## config.mk

```make
export PLATFORM = sky130hd
export DESIGN_NAME = mem_arbiter_flat
export DESIGN_NICKNAME = d
export VERILOG_FILES = /design/src/rtl/mem_arbiter_if.sv /design/src/rtl/mem_arbiter.sv /design/src/flat_wrapper.sv
export SDC_FILE = /design/constraint.sdc
export NUM_CORES = 1
export LEC_CHECK = 0
export BUFFER_PORTS_ARGS = -buffer_cell sky130_fd_sc_hd__buf_2
export CORE_ASPECT_RATIO = 0.6
export CORE_MARGIN = 3
export CORE_UTILIZATION = 46
export DETAILED_ROUTE_END_ITERATION = 10
export PLACE_DENSITY_LB_ADDON = 0.08
export SLEW_MARGIN = 20
export SYNTH_ARGS = -nofsm -noshare
export SYNTH_HDL_FRONTEND = slang
export SYNTH_SLANG_ARGS = --single-unit
```

## constraint.sdc

```tcl
create_clock -name clk -period 2.25 [get_ports clk]
set_input_delay 0.45 -clock clk [delete_from_list [all_inputs] [get_ports clk]]
set_output_delay 0.45 -clock clk [all_outputs]
set_load 0.03 [all_outputs]
```

## src/rtl/mem_arbiter_if.sv

```systemverilog
// ============================================================================
// Module      : mem_arbiter_if
// Description : Fetch/data requester ports and memory-side bus for mem_arbiter
// Revision    : 1.0 - initial release
// ============================================================================
`default_nettype none

interface mem_arbiter_if;
    logic        if_req;
    logic [31:0] if_addr;
    logic        if_valid;
    logic [31:0] if_rdata;

    logic        d_req;
    logic        d_we;
    logic [31:0] d_addr;
    logic [31:0] d_wdata;
    logic [2:0]  d_fn3;
    logic        d_valid;
    logic [31:0] d_rdata;

    logic        mem_en;
    logic        mem_we;
    logic [31:0] mem_addr;
    logic [31:0] mem_wdata;
    logic [2:0]  mem_fn3;
    logic [31:0] mem_rdata;

    logic        busy;

    // Environment view: requesters plus memory
    modport master (
        output if_req, if_addr, d_req, d_we, d_addr, d_wdata, d_fn3, mem_rdata,
        input  if_valid, if_rdata, d_valid, d_rdata,
        input  mem_en, mem_we, mem_addr, mem_wdata, mem_fn3, busy
    );

    // Arbiter view
    modport slave (
        input  if_req, if_addr, d_req, d_we, d_addr, d_wdata, d_fn3, mem_rdata,
        output if_valid, if_rdata, d_valid, d_rdata,
        output mem_en, mem_we, mem_addr, mem_wdata, mem_fn3, busy
    );
endinterface

`default_nettype wire

```

## src/rtl/mem_arbiter.sv

```systemverilog
// ============================================================================
// Module      : mem_arbiter
// Description : Two-port (fetch/data) single-outstanding memory arbiter with
//               data priority and fetch starvation protection
// Revision    : 1.0 - initial release
// ============================================================================
`default_nettype none

module mem_arbiter #(
    parameter int STARVE_LIMIT = 4
) (
    input  wire logic    clk,
    input  wire logic    rst,
    mem_arbiter_if.slave bus
);

    localparam int c_CNT_W = $clog2(STARVE_LIMIT + 1);
    localparam logic [2:0] c_FN3_WORD = 3'b010;

    typedef enum logic [1:0] {
        S_IDLE  = 2'd0,
        S_ISSUE = 2'd1,
        S_RESP  = 2'd2
    } state_t;

    state_t             r_state;
    state_t             w_next_state;
    logic [c_CNT_W-1:0] r_starve_cnt;
    logic               r_owner;
    logic               r_mem_we;
    logic [31:0]        r_mem_addr;
    logic [31:0]        r_mem_wdata;
    logic [2:0]         r_mem_fn3;
    logic [31:0]        r_if_rdata;
    logic [31:0]        r_d_rdata;

    logic w_arb;
    logic w_starved;
    logic w_if_win;
    logic w_d_win;
    logic w_mem_en;
    logic w_if_valid;
    logic w_d_valid;
    logic w_busy;

    assign w_arb     = (r_state == S_IDLE) || (r_state == S_RESP);
    assign w_starved = (r_starve_cnt == c_CNT_W'(STARVE_LIMIT));
    assign w_if_win  = w_arb && bus.if_req && (!bus.d_req || w_starved);
    assign w_d_win   = w_arb && bus.d_req && !w_if_win;

    always_comb begin
        w_next_state = r_state;
        w_mem_en     = 1'b0;
        w_if_valid   = 1'b0;
        w_d_valid    = 1'b0;
        w_busy       = 1'b0;
        case (r_state)
            S_IDLE: begin
                w_next_state = (w_if_win || w_d_win) ? S_ISSUE : S_IDLE;
            end
            S_ISSUE: begin
                w_mem_en     = 1'b1;
                w_busy       = 1'b1;
                w_next_state = S_RESP;
            end
            S_RESP: begin
                w_busy       = 1'b1;
                w_if_valid   = !r_owner;
                w_d_valid    = r_owner;
                w_next_state = (w_if_win || w_d_win) ? S_ISSUE : S_IDLE;
            end
            default: begin
                w_next_state = S_IDLE;
            end
        endcase
    end

    always_ff @(posedge clk) begin
        if (rst) begin
            r_state      <= S_IDLE;
            r_starve_cnt <= '0;
            r_owner      <= 1'b0;
            r_mem_we     <= 1'b0;
            r_mem_addr   <= 32'd0;
            r_mem_wdata  <= 32'd0;
            r_mem_fn3    <= 3'd0;
            r_if_rdata   <= 32'd0;
            r_d_rdata    <= 32'd0;
        end else begin
            r_state <= w_next_state;

            if (w_if_win) begin
                r_owner     <= 1'b0;
                r_mem_we    <= 1'b0;
                r_mem_addr  <= bus.if_addr;
                r_mem_wdata <= 32'd0;
                r_mem_fn3   <= c_FN3_WORD;
            end else if (w_d_win) begin
                r_owner     <= 1'b1;
                r_mem_we    <= bus.d_we;
                r_mem_addr  <= bus.d_addr;
                r_mem_wdata <= bus.d_wdata;
                r_mem_fn3   <= bus.d_fn3;
            end

            // Counts only losses the fetch port actually suffered while waiting
            if (!bus.if_req || w_if_win) begin
                r_starve_cnt <= '0;
            end else if (w_d_win && !w_starved) begin
                r_starve_cnt <= r_starve_cnt + 1'b1;
            end

            if (w_if_valid) begin
                r_if_rdata <= bus.mem_rdata;
            end
            if (w_d_valid && !r_mem_we) begin
                r_d_rdata <= bus.mem_rdata;
            end
        end
    end

    // Read data is forwarded in the response cycle, then held
    assign bus.if_rdata  = w_if_valid ? bus.mem_rdata : r_if_rdata;
    assign bus.d_rdata   = (w_d_valid && !r_mem_we) ? bus.mem_rdata : r_d_rdata;
    assign bus.if_valid  = w_if_valid;
    assign bus.d_valid   = w_d_valid;
    assign bus.mem_en    = w_mem_en;
    assign bus.mem_we    = r_mem_we;
    assign bus.mem_addr  = r_mem_addr;
    assign bus.mem_wdata = r_mem_wdata;
    assign bus.mem_fn3   = r_mem_fn3;
    assign bus.busy      = w_busy;

endmodule

`default_nettype wire
```

## src/flat_wrapper.sv

```systemverilog
// flat-port wrapper written by rule: the top's interface ports become plain ports
module mem_arbiter_flat 
#(
    parameter int STARVE_LIMIT = 4
)
  (clk, rst, bus_if_req, bus_if_addr, bus_d_req, bus_d_we, bus_d_addr, bus_d_wdata, bus_d_fn3, bus_mem_rdata, bus_if_valid, bus_if_rdata, bus_d_valid, bus_d_rdata, bus_mem_en, bus_mem_we, bus_mem_addr, bus_mem_wdata, bus_mem_fn3, bus_busy);
  mem_arbiter_if bus_i ();
  input  wire logic clk;
  input  wire logic rst;
  input wire logic [$bits(bus_i.if_req)-1:0] bus_if_req;
  input wire logic [$bits(bus_i.if_addr)-1:0] bus_if_addr;
  input wire logic [$bits(bus_i.d_req)-1:0] bus_d_req;
  input wire logic [$bits(bus_i.d_we)-1:0] bus_d_we;
  input wire logic [$bits(bus_i.d_addr)-1:0] bus_d_addr;
  input wire logic [$bits(bus_i.d_wdata)-1:0] bus_d_wdata;
  input wire logic [$bits(bus_i.d_fn3)-1:0] bus_d_fn3;
  input wire logic [$bits(bus_i.mem_rdata)-1:0] bus_mem_rdata;
  output wire logic [$bits(bus_i.if_valid)-1:0] bus_if_valid;
  output wire logic [$bits(bus_i.if_rdata)-1:0] bus_if_rdata;
  output wire logic [$bits(bus_i.d_valid)-1:0] bus_d_valid;
  output wire logic [$bits(bus_i.d_rdata)-1:0] bus_d_rdata;
  output wire logic [$bits(bus_i.mem_en)-1:0] bus_mem_en;
  output wire logic [$bits(bus_i.mem_we)-1:0] bus_mem_we;
  output wire logic [$bits(bus_i.mem_addr)-1:0] bus_mem_addr;
  output wire logic [$bits(bus_i.mem_wdata)-1:0] bus_mem_wdata;
  output wire logic [$bits(bus_i.mem_fn3)-1:0] bus_mem_fn3;
  output wire logic [$bits(bus_i.busy)-1:0] bus_busy;
  assign bus_i.if_req = bus_if_req;
  assign bus_i.if_addr = bus_if_addr;
  assign bus_i.d_req = bus_d_req;
  assign bus_i.d_we = bus_d_we;
  assign bus_i.d_addr = bus_d_addr;
  assign bus_i.d_wdata = bus_d_wdata;
  assign bus_i.d_fn3 = bus_d_fn3;
  assign bus_i.mem_rdata = bus_mem_rdata;
  assign bus_if_valid = bus_i.if_valid;
  assign bus_if_rdata = bus_i.if_rdata;
  assign bus_d_valid = bus_i.d_valid;
  assign bus_d_rdata = bus_i.d_rdata;
  assign bus_mem_en = bus_i.mem_en;
  assign bus_mem_we = bus_i.mem_we;
  assign bus_mem_addr = bus_i.mem_addr;
  assign bus_mem_wdata = bus_i.mem_wdata;
  assign bus_mem_fn3 = bus_i.mem_fn3;
  assign bus_busy = bus_i.busy;
  mem_arbiter #(.STARVE_LIMIT(STARVE_LIMIT)) u_core (.clk(clk), .rst(rst), .bus(bus_i));
endmodule
```

Word-level counts from Yosys, hierarchy flattened
Index checks and enable logic that the tools add are counted.
{"block": "totals", "reg_bits": 138, "n_memories": 0, "romBits": 0, "mem_bits_rw": 0, "elab_cells": 48, "out_inout_bits": 136, "latchBits": 0}
{"block": "classes", "n_div": 0, "eq_ne": 3, "reduce_logical": 22, "n_mul": 0, "order_cmp": 0, "muxes": 12, "shift": 0, "add_sub_neg": 1, "n_bitwise": 0}
{"op": "$mux W32", "n": 4}
{"op": "$reduce_or A2 Y1", "n": 4}
{"op": "$logic_and A1 B1 Y1", "n": 6}
{"op": "$logic_not A1 Y1", "n": 6}
{"op": "$mux W1", "n": 5}
{"op": "$logic_or A1 B1 Y1", "n": 4}
{"op": "$mux W2", "n": 2}
{"op": "$pmux W2 S2", "n": 1}
{"op": "$add A3 B1 Y3 const B", "n": 1}
{"op": "$eq A3 B3 Y1 const B", "n": 1}
{"op": "$eq A2 B1 Y1 const B", "n": 1}
{"op": "$eq A2 B2 Y1 const B", "n": 1}
{"op": "$logic_not A2 Y1", "n": 1}
{"op": "$reduce_bool A2 Y1", "n": 1}

Logic depth before layout (Yosys ltp)
Gate-level depths: netlist of run 1.
{"block": "logic_depth", "depth_word": 9, "mapped_depth": 8, "mapped_depth_nobuf": 5}

Worst setup path after synthesis of run 1
Ideal clock, no wire load.
{"block": "synth_path", "kind": "register to output", "from": "register u_core.r_state[0]", "to": "output port bus_if_rdata[15]", "stages_incl_launch_ff": 8, "path_slack_ns": 0.222, "arrival_ns": 1.578, "path_cell_list": "dfxtp_1 -> inv_1 -> ha_1 -> buf_2 -> nor2b_1 -> buf_2 -> buf_6 -> mux2_2"}
{"block": "synth_via", "elab_chain_len": 3}
{"element": "start: declaration", "line_no": "mem_arbiter.sv:26", "text": "state_t r_state;"}
{"element": "start signal: assignment", "line_no": "mem_arbiter.sv:90", "text": "r_state <= w_next_state;"}
{"element": "$eq A2 B2 Y1", "line_no": "mem_arbiter.sv:57", "text": "case (r_state)"}
{"element": "$mux W1", "line_no": "mem_arbiter.sv:57"}
{"element": "via bus_if_valid", "line_no": "flat_wrapper.sv:18", "text": "output wire logic [$bits(bus_i.if_valid)-1:0] bus_if_valid;"}
{"element": "$mux W32", "line_no": "mem_arbiter.sv:123", "text": "assign bus.if_rdata = w_if_valid ? bus.mem_rdata : r_if_rdata;"}
{"element": "end: declaration", "line_no": "flat_wrapper.sv:19", "text": "output wire logic [$bits(bus_i.if_rdata)-1:0] bus_if_rdata;"}
The timed path passes the listed nets, and every way through them passes these cells.

Worst setup path in the final report of run 1
{"block": "layout_path", "from": "register u_core.r_state[0]", "to": "output port bus_if_rdata[31]"}
{"block": "layout_via", "elab_chain_len": 3}
{"element": "$eq A2 B2 Y1", "line_no": "mem_arbiter.sv:57"}
{"element": "$mux W1", "line_no": "mem_arbiter.sv:57"}
{"element": "$mux W32", "line_no": "mem_arbiter.sv:123"}
No other way between the ends.

==> metrics.txt, run 1 <==
# TYPE chip_impl_metric gauge
chip_impl_info{name="outcome",value="complete, but fails checks"} 1
chip_impl_info{name="failed_checks",value="setup timing"} 1
chip_impl_metric{name="detail_route.wirelength",unit="um"} 19300
chip_impl_metric{name="ratio_of_final_minimum_period_to_clock_period",unit=""} 1.09
chip_impl_metric{name="finalWorstSetupSlack",unit="ns"} -0.195
chip_impl_metric{name="cap_violations",unit=""} 0
chip_impl_metric{name="numPortBuffers",unit=""} 271
chip_impl_info{name="tritoncts",value="yes"} 1
chip_impl_metric{name="design.final.nets",unit=""} 1010
chip_impl_metric{name="timing.max_slew.rel_slack",unit=""} 0.577
chip_impl_metric{name="antenna_found_initial",unit=""} 0
chip_impl_metric{name="hold_ws",unit="ns"} 0.231
chip_impl_metric{name="finalCriticalPeriod",unit="ns"} 2.45
chip_impl_metric{name="ys_warn_count",unit=""} 0
chip_impl_metric{name="floorplan.die_area",unit="sq um"} 13500
chip_impl_metric{name="finalSetupViolations",unit=""} 64
chip_impl_metric{name="synth-seq-cells",unit=""} 138
chip_impl_metric{name="postSynthAreaPerCell",unit="sq um"} 9.40
chip_impl_metric{name="drc_errors_left",unit=""} 0
chip_impl_metric{name="globalRouteOverflowTotal",unit=""} 0
chip_impl_metric{name="synth-edff-count",unit=""} 0
chip_impl_metric{name="fillerInstances",unit=""} 822
chip_impl_metric{name="postSynthNetCount",unit=""} 735
chip_impl_metric{name="holdPathStages",unit=""} 2
chip_impl_metric{name="grtUsageMet3",unit=""} 0.0943
chip_impl_info{name="min_delay_worst_endpoint",value="u_core.r_state[1]$_SDFF_PP0_"} 1
chip_impl_info{name="min_from",value="rst"} 1
chip_impl_metric{name="register_area",unit="sq um"} 2770
chip_impl_metric{name="grt_first_pass_wirelength",unit="um"} 27800
chip_impl_metric{name="start_util",unit=""} 0.482
chip_impl_metric{name="syn_to_final_growth",unit="%"} 54.9
chip_impl_metric{name="wl_per_cell",unit="um"} 18.5
chip_impl_metric{name="count_of_inserted_antenna_diode_cells",unit=""} 0
chip_impl_metric{name="fmax",unit="MHz"} 409
chip_impl_metric{name="1st_iter_drt_viols",unit=""} 332
chip_impl_metric{name="multi_input_area",unit="sq um"} 2810
chip_impl_metric{name="worst_r2r_path_depth",unit=""} 7
chip_impl_metric{name="power.density_cell_area",unit="nW/um^2"} 854
chip_impl_metric{name="postSynth.asyncResetShare",unit=""} 0
chip_impl_metric{name="fin_worst_skew",unit="ns"} 0.00961
chip_impl_info{name="grt.busiest_layer",value="met2"} 1
chip_impl_metric{name="reg2reg_slack",unit="ns"} 0.35
chip_impl_metric{name="ys_types",unit=""} 32
chip_impl_metric{name="layout-drive-gt1-share",unit=""} 0.472
chip_impl_metric{name="core_area",unit="sq um"} 11600
chip_impl_metric{name="post_drt_via_cell_ratio",unit=""} 5.36
chip_impl_metric{name="crit_required",unit="ns"} 1.80
chip_impl_metric{name="dp_hpwl",unit="um"} 11800
chip_impl_metric{name="hold_viol_final",unit=""} 0
chip_impl_metric{name="worst_max_slew_pin_slew",unit="ns"} 0.635
chip_impl_metric{name="global_route.usage.total",unit=""} 0.257
chip_impl_info{name="hp-class",value="input pin to register"} 1
chip_impl_metric{name="data_arrival_at_the_endpoint_of_the_critical_path",unit="ns"} 2.00
chip_impl_metric{name="post_synth_instance_area",unit="sq um"} 5570
chip_impl_metric{name="num_rows",unit=""} 30
chip_impl_info{name="timing.setup.critical_path_class",value="register to output port"} 1
chip_impl_metric{name="die_w",unit="um"} 148
chip_impl_metric{name="grt_max_degree",unit=""} 50
chip_impl_metric{name="power.leakage",unit="nW"} 4.06
chip_impl_metric{name="final-max-slew-violation-count",unit=""} 0
chip_impl_metric{name="globalRouteMet1Util",unit=""} 0.309
chip_impl_metric{name="die_y",unit="um"} 91.3
chip_impl_metric{name="clock_tree.htree_level_count",unit=""} 4
chip_impl_info{name="worstSetupEndpointType",value="output port"} 1
chip_impl_info{name="worst_r2r_endpoint",value="u_core.bus.mem_fn3[1]$_SDFFE_PP0P_"} 1
chip_impl_info{name="clock-root-buffer",value="sky130_fd_sc_hd__clkbuf_16"} 1
chip_impl_metric{name="boundaryPins",unit=""} 272
chip_impl_metric{name="grt_pass1_vias",unit=""} 5461
chip_impl_metric{name="clock_sink_count",unit=""} 138
chip_impl_metric{name="clock_latency",unit="ns"} 0.42
chip_impl_metric{name="tritoncts.num_buffers",unit=""} 17
chip_impl_info{name="ys_dominant_reg_cell",value="sky130_fd_sc_hd__dfxtp_1"} 1
chip_impl_metric{name="via_count",unit=""} 5579
chip_impl_metric{name="drt_pre_antenna_iters",unit=""} 5
chip_impl_metric{name="clock_tree.buffer_depth",unit=""} 2
chip_impl_info{name="rsz_0062_raised_after_global_routing",value="true"} 1
chip_impl_info{name="timing.critical_path.from_type",value="register"} 1
chip_impl_metric{name="cts_hold_buf",unit=""} 0
chip_impl_metric{name="global_placement_routability_congestion",unit=""} 0.786
chip_impl_metric{name="synth_seq_area_share",unit=""} 0.496
chip_impl_metric{name="route.antenna.remaining_nets",unit=""} 0
chip_impl_metric{name="max_rail_drop_vdd",unit="V"} 0.000573
chip_impl_metric{name="netlist_instances",unit=""} 593
chip_impl_metric{name="clkSlewWorstSetupHoldPaths",unit="ns"} 0.06
chip_impl_metric{name="cp_max_fo",unit=""} 8
chip_impl_metric{name="total_power",unit="W"} 0.00737
chip_impl_info{name="worstReg2RegStart",value="u_core.r_state[0]$_SDFF_PP0_"} 1
chip_impl_metric{name="grt.met2_usage",unit=""} 0.430
[critical path, stage by stage, from the launching register on]
cell and delay (ns):
sky130_fd_sc_hd__dfxtp_2 0.32, sky130_fd_sc_hd__inv_2 0.08, sky130_fd_sc_hd__ha_4 0.14, sky130_fd_sc_hd__buf_6 0.09
sky130_fd_sc_hd__nor2b_4 0.14, sky130_fd_sc_hd__buf_12 0.14, sky130_fd_sc_hd__clkbuf_16 0.18, sky130_fd_sc_hd__mux2_4 0.33
sky130_fd_sc_hd__buf_6 0.14
[report_power, final]
part	internal, W	total, W	switching, W	leakage [nW]
combinational	0.000715	0.00188	0.00117	2.65
clock	0.00163	0.00274	0.00110	0.280
sequential	0.00265	0.00275	0.0000994	1.13
[cell type report]
class,instances,area share
Multi-Input combinational cell,396,0.325
Clock buffer,18,0.0497
Sequential cell,138,0.320
Clock inverter,14,0.0171
Inverter,6,0.00261
Tap cell,160,0.0232
Timing Repair Buffer,309,0.262
[metrics by stage]
| step | setup TNS, ns | util | area [sq um] | setup slack, ns | cells |
|---|---|---|---|---|---|
| floorplan | 0 | - | 5570 | 0.222 | 593 |
| global placement | 0 | 0.610 | 7050 | 0.226 | 985 |
| detailed placement | 0 | 0.610 | 7050 | 0.176 | 985 |
| CTS | -9.68 | 0.713 | 8250 | -0.194 | 1031 |
| global route | -12.47 | 0.746 | 8630 | -0.259 | 1041 |
| finish | -8.52 | 0.746 | 8630 | -0.195 | 1041 |
[worst max path at each step]
stage	from	to	slack [ns]
floorplan	u_core.r_state[0]$_SDFF_PP0_	bus_if_rdata[15]	0.22
global placement	u_core.r_state[0]$_SDFF_PP0_	bus_d_rdata[26]	0.23
detailed placement	u_core.r_state[0]$_SDFF_PP0_	bus_d_rdata[28]	0.18
CTS	u_core.r_state[0]$_SDFF_PP0_	bus_if_rdata[29]	-0.19
global route	u_core.r_state[0]$_SDFF_PP0_	bus_d_rdata[15]	-0.26
finish	u_core.r_state[0]$_SDFF_PP0_	bus_if_rdata[31]	-0.20
[state kept, by name, indices dropped and copies added (netlist names)]
signal                flops
u_core.r_d_rdata         32
u_core.r_starve_cnt       3
u_core.r_if_rdata        32
u_core.bus.mem_addr      32
u_core.bus.mem_wdata     32
u_core.bus.mem_fn3        3
u_core.r_owner            1
u_core.bus.mem_we         1
u_core.r_state            2
[placed cells by master, fill, tap and decap left out, types with 3 or more instances in the layout]
cell type / Yosys / layout
sky130_fd_sc_hd__ha_1: 6 / 5
sky130_fd_sc_hd__nor2_1: 4 / 4
sky130_fd_sc_hd__o21ai_0: 62 / 62
sky130_fd_sc_hd__o21ai_1: 6 / 5
sky130_fd_sc_hd__o21ai_2: 2 / 3
sky130_fd_sc_hd__buf_4: 0 / 23
sky130_fd_sc_hd__a21oi_1: 38 / 38
sky130_fd_sc_hd__buf_12: 0 / 9
sky130_fd_sc_hd__and2_1: 65 / 65
sky130_fd_sc_hd__a31oi_1: 32 / 32
sky130_fd_sc_hd__clkinv_2: 0 / 4
sky130_fd_sc_hd__clkinv_4: 0 / 4
sky130_fd_sc_hd__nand2_1: 70 / 70
sky130_fd_sc_hd__inv_1: 5 / 4
sky130_fd_sc_hd__dfxtp_1: 138 / 136
sky130_fd_sc_hd__mux2_4: 0 / 64
sky130_fd_sc_hd__clkbuf_16: 0 / 20
sky130_fd_sc_hd__nand4_1: 32 / 32
sky130_fd_sc_hd__buf_2: 12 / 206
sky130_fd_sc_hd__buf_6: 4 / 66
[cells by family after synthesis]
| logic type | after synthesis | synth area share |
|---|---|---|
| adder cells (fa/ha/maj) | 6 | 0.0135 |
| multiplexers | 64 | 0.129 |
| AO/OA/AOI/OAI | 147 | 0.145 |
| flip-flops | 138 | 0.496 |
| AND/OR/NAND/NOR | 179 | 0.168 |
| buffers and inverters | 59 | 0.0478 |
[synth_stat cells (2+ instances only)]
master / count / area (sq um)
sky130_fd_sc_hd__clkbuf_1: 35 / 131
sky130_fd_sc_hd__mux2_2: 57 / 642
sky130_fd_sc_hd__nor2_1: 4 / 15.0
sky130_fd_sc_hd__buf_1: 2 / 7.51
sky130_fd_sc_hd__nand2_1: 70 / 263
sky130_fd_sc_hd__o21ai_0: 62 / 310
sky130_fd_sc_hd__buf_6: 4 / 45.0
sky130_fd_sc_hd__buf_2: 12 / 60.1
sky130_fd_sc_hd__dfxtp_1: 138 / 2760
sky130_fd_sc_hd__a31oi_1: 32 / 200
sky130_fd_sc_hd__nand3_1: 2 / 10.0
sky130_fd_sc_hd__nand4_1: 32 / 200
sky130_fd_sc_hd__o21ai_1: 6 / 30.0
sky130_fd_sc_hd__ha_1: 6 / 75.1
sky130_fd_sc_hd__a21oi_1: 38 / 190
sky130_fd_sc_hd__mux2_1: 7 / 78.8
sky130_fd_sc_hd__inv_1: 5 / 18.8
sky130_fd_sc_hd__and2_1: 65 / 407
sky130_fd_sc_hd__o21ai_2: 2 / 17.5
sky130_fd_sc_hd__nor2b_1: 2 / 12.5
[per-layer routing]
layer,vias to the layer above,share of wire
li1,2627,-
met1,2669,0.41
met2,260,0.50
met3,23,0.079
met4,0,0.014
met5,-,0
[timing repair]
action / in CTS / in global routing
cloned: 3 / 4
buffers inserted: 11 / 8
pin swaps: 1 / 0
setup endpoints to repair: 64 / 64
gates resized for setup: 136 / 81
Note: power is estimated with default switching activity, not from simulation.
==> run 2: changes to the inputs <==
--- a/config.mk
+++ b/config.mk
@@ -6,9 +6,11 @@
 export NUM_CORES = 1
 export LEC_CHECK = 0
 export BUFFER_PORTS_ARGS = -buffer_cell sky130_fd_sc_hd__buf_2
+export CELL_PAD_IN_SITES_DETAIL_PLACEMENT = 0
+export CELL_PAD_IN_SITES_GLOBAL_PLACEMENT = 2
 export CORE_ASPECT_RATIO = 0.6
 export CORE_MARGIN = 3
-export CORE_UTILIZATION = 46
+export CORE_UTILIZATION = 26
 export DETAILED_ROUTE_END_ITERATION = 10
 export PLACE_DENSITY_LB_ADDON = 0.08
 export SLEW_MARGIN = 20
==> run 2 against run 1 <==
The flow still finishes with violations (setup timing). Sequential power about the same. Worst hold slack worse by 0.013 ns. Routed wire length about the same. Critical path depth unchanged. Combinational power down 6%. Power down 1.5%. Critical path type unchanged. Critical endpoint is now bus_d_rdata[6]. Largest cell class is now sequential cells. Highest routed layer is now met5.
==> metrics.txt, run 2 (synthesis results as in run 1) <==
# TYPE chip_impl_metric gauge
chip_impl_info{name="timing.critical_path.from_type",value="register"} 1
chip_impl_metric{name="grt_first_pass_wirelength",unit="um"} 30200
chip_impl_metric{name="cap_violations",unit=""} 0
chip_impl_metric{name="final-max-slew-violation-count",unit=""} 0
chip_impl_metric{name="core_area",unit="sq um"} 20500
chip_impl_metric{name="detail_route.wirelength",unit="um"} 19300
chip_impl_metric{name="finalCriticalPeriod",unit="ns"} 2.41
chip_impl_info{name="worstPathCellList",value="inv_2 -> ha_4 -> nand3b_1 -> buf_12 -> buf_12 -> buf_16 -> mux2_4 -> buf_6"} 1
chip_impl_metric{name="layout-drive-gt1-share",unit=""} 0.461
chip_impl_metric{name="power.density_cell_area",unit="nW/um^2"} 864
chip_impl_metric{name="boundaryPins",unit=""} 272
chip_impl_metric{name="numPortBuffers",unit=""} 271
chip_impl_metric{name="wl_per_cell",unit="um"} 16.9
chip_impl_metric{name="finalWorstSetupSlack",unit="ns"} -0.157
chip_impl_metric{name="hold_ws",unit="ns"} 0.218
chip_impl_metric{name="power.switching",unit="W"} 0.00228
chip_impl_metric{name="start_util",unit=""} 0.272
chip_impl_metric{name="clkSlewWorstSetupHoldPaths",unit="ns"} 0.06
chip_impl_metric{name="cp_max_fo",unit=""} 8
chip_impl_metric{name="clock_latency",unit="ns"} 0.43
chip_impl_metric{name="power.leakage",unit="nW"} 3.93
chip_impl_info{name="layout.cells.most_common",value="sky130_fd_sc_hd__buf_2"} 1
chip_impl_metric{name="floorplan.die_area",unit="sq um"} 23300
chip_impl_metric{name="clock_tree.htree_level_count",unit=""} 4
chip_impl_metric{name="swShare",unit=""} 0.315
chip_impl_metric{name="post-route-util",unit=""} 0.409
chip_impl_info{name="failed_checks",value="setup timing"} 1
chip_impl_metric{name="die_w",unit="um"} 195
chip_impl_info{name="outcome",value="complete, but fails checks"} 1
chip_impl_metric{name="dp.cells",unit=""} 1099
chip_impl_metric{name="grt_pass1_vias",unit=""} 5348
chip_impl_metric{name="fmax",unit="MHz"} 415
chip_impl_metric{name="p_int",unit="W"} 0.00498
chip_impl_metric{name="via_count",unit=""} 5317
chip_impl_metric{name="timing.max_slew.rel_slack",unit=""} 0.695
chip_impl_metric{name="drc_errors_left",unit=""} 0
chip_impl_metric{name="ratio_of_final_minimum_period_to_clock_period",unit=""} 1.07
chip_impl_metric{name="die_y",unit="um"} 119
chip_impl_metric{name="grt_max_degree",unit=""} 57
chip_impl_metric{name="1st_iter_drt_viols",unit=""} 249
chip_impl_metric{name="syn_to_final_growth",unit="%"} 50.8
chip_impl_info{name="rsz_0062_raised_after_global_routing",value="true"} 1
chip_impl_metric{name="p_seq_frac",unit=""} 0.377
chip_impl_metric{name="hold_viol_final",unit=""} 0
chip_impl_info{name="clock-root-buffer",value="sky130_fd_sc_hd__clkbuf_16"} 1
chip_impl_metric{name="dp_hpwl",unit="um"} 13200
chip_impl_metric{name="power_frac_clock",unit=""} 0.381
chip_impl_info{name="hp-class",value="input pin to register"} 1
chip_impl_metric{name="drt_pre_antenna_iters",unit=""} 4
chip_impl_info{name="worstSetupEndpointType",value="output port"} 1
chip_impl_metric{name="worst_max_slew_pin_slew",unit="ns"} 0.457
chip_impl_metric{name="cp_slowest_stage_delay",unit="ns"} 0.32
chip_impl_metric{name="share_comb_of_total_power",unit=""} 0.242
chip_impl_metric{name="setup_tns",unit="ns"} -4.78
chip_impl_metric{name="finalSetupViolations",unit=""} 63
chip_impl_metric{name="globalRouteOverflowTotal",unit=""} 0
chip_impl_metric{name="clock_tree.buffer_depth",unit=""} 2
chip_impl_metric{name="num_rows",unit=""} 40
chip_impl_metric{name="post_drt_via_cell_ratio",unit=""} 4.66
chip_impl_metric{name="antenna_found_initial",unit=""} 1
chip_impl_metric{name="route.antenna.remaining_nets",unit=""} 0
chip_impl_info{name="tritoncts",value="yes"} 1
chip_impl_metric{name="fillerInstances",unit=""} 2088
chip_impl_info{name="critical-path-top-cell-by-count",value="sky130_fd_sc_hd__buf_12"} 1
chip_impl_metric{name="fin_worst_skew",unit="ns"} 0.00831
chip_impl_metric{name="max_rail_drop_vdd",unit="V"} 0.000515
chip_impl_metric{name="clock_sink_count",unit=""} 138
chip_impl_metric{name="data_arrival_at_the_endpoint_of_the_critical_path",unit="ns"} 1.96
chip_impl_metric{name="crit_required",unit="ns"} 1.80
chip_impl_metric{name="number_of_non_filler_instances_in_the_completed_layout",unit=""} 1142
chip_impl_metric{name="tritoncts.num_buffers",unit=""} 17
chip_impl_metric{name="global_route.usage.total",unit=""} 0.164
chip_impl_metric{name="count_of_inserted_antenna_diode_cells",unit=""} 0
chip_impl_metric{name="design.final.nets",unit=""} 999
chip_impl_info{name="layout.cells.most_common_list",value="209 x sky130_fd_sc_hd__buf_2, 136 x sky130_fd_sc_hd__dfxtp_1, 70 x sky130_fd_sc_hd__nand2_1"} 1
chip_impl_info{name="cpMaxStageDelayCell",value="sky130_fd_sc_hd__dfxtp_2"} 1
chip_impl_info{name="timing.setup.critical_path_class",value="register to output port"} 1
chip_impl_metric{name="global_placement_routability_congestion",unit=""} 0.751
[run 2: changes by cell type in the layout (fill, tap and decap cells not counted), sizes merged]
cell    change
buf         -8
clkinv      -5
inv         -2
clkbuf      +4
bufinv      -1
[run 2: repair_timing]
item                                   in CTS  in global routing
buffers inserted                           10                  1
gates resized for setup                   137                  7
setup endpoints to repair                  64                 64
cloned                                      3                  0
pin swaps                                   1                  0
hold buffers                                0                  0
endpoints found under the hold margin       0                  0
[run 2: layout make-up]
type | instances | area, sq um | area share
Inverter | 6 | 22.5 | 0.00268
Sequential cell | 138 | 2770 | 0.329
Multi-Input combinational cell | 396 | 2700 | 0.321
Tap cell | 273 | 342 | 0.0407
Clock buffer | 25 | 526 | 0.0625
Timing Repair Buffer | 298 | 1990 | 0.236
Clock inverter | 6 | 60.1 | 0.00715
[run 2: worst paths after layout]
path                                                             from                                     to  slack (ns)  cells past startpoint
worst max-delay path                     u_core.r_state[0]$_SDFF_PP0_                         bus_d_rdata[6]       -0.16                      8
worst min-delay path                                              rst           u_core.r_state[1]$_SDFF_PP0_        0.22                      2
worst max register to register           u_core.r_state[0]$_SDFF_PP0_   u_core.bus.mem_addr[20]$_SDFFE_PP0P_        0.42                      7
worst min register to register  u_core.bus.mem_wdata[17]$_SDFFE_PP0N_  u_core.bus.mem_wdata[17]$_SDFFE_PP0N_        0.45                      2
[run 2: metrics by stage]
stage	setup WS [ns]	power [W]	cell area, sq um
2_1_floorplan	0.222	0.00386	5570
3_3_place_gp	0.197	0.00443	7210
3_5_place_dp	0.170	0.00445	7210
4_1_cts	-0.192	0.00739	8410
5_1_grt	-0.244	0.00763	8400
6_report	-0.157	0.00726	8400
[run 2: critical path, delay by kind of cell (launching register included)]
family / cells / cell delay (ns)
buffers and inverters: 5 / 0.64
DFF: 1 / 0.32
and+or+nand+nor: 1 / 0.11
adders and majority gates: 1 / 0.13
muxes: 1 / 0.31
[run 2: power by group through the flow]
stage / registers [W] / clock network [W] / logic (W)
5_1_grt: 0.00276 / 0.00298 / 0.00190
3_3_place_gp: 0.00278 / 0 / 0.00165
4_1_cts: 0.00274 / 0.00288 / 0.00177
6_report: 0.00273 / 0.00277 / 0.00176
3_5_place_dp: 0.00278 / 0 / 0.00166
2_1_floorplan: 0.00308 / 0 / 0.000781
[run 2: routing by layer]
metal | track usage | up-vias | wire [um]
li1 | - | 2598 | -
met1 | 0.209 | 2516 | 8650
met2 | 0.248 | 179 | 8540
met3 | 0.0766 | 22 | 1820
met4 | 0.0494 | 2 | 261
met5 | 0 | - | 9
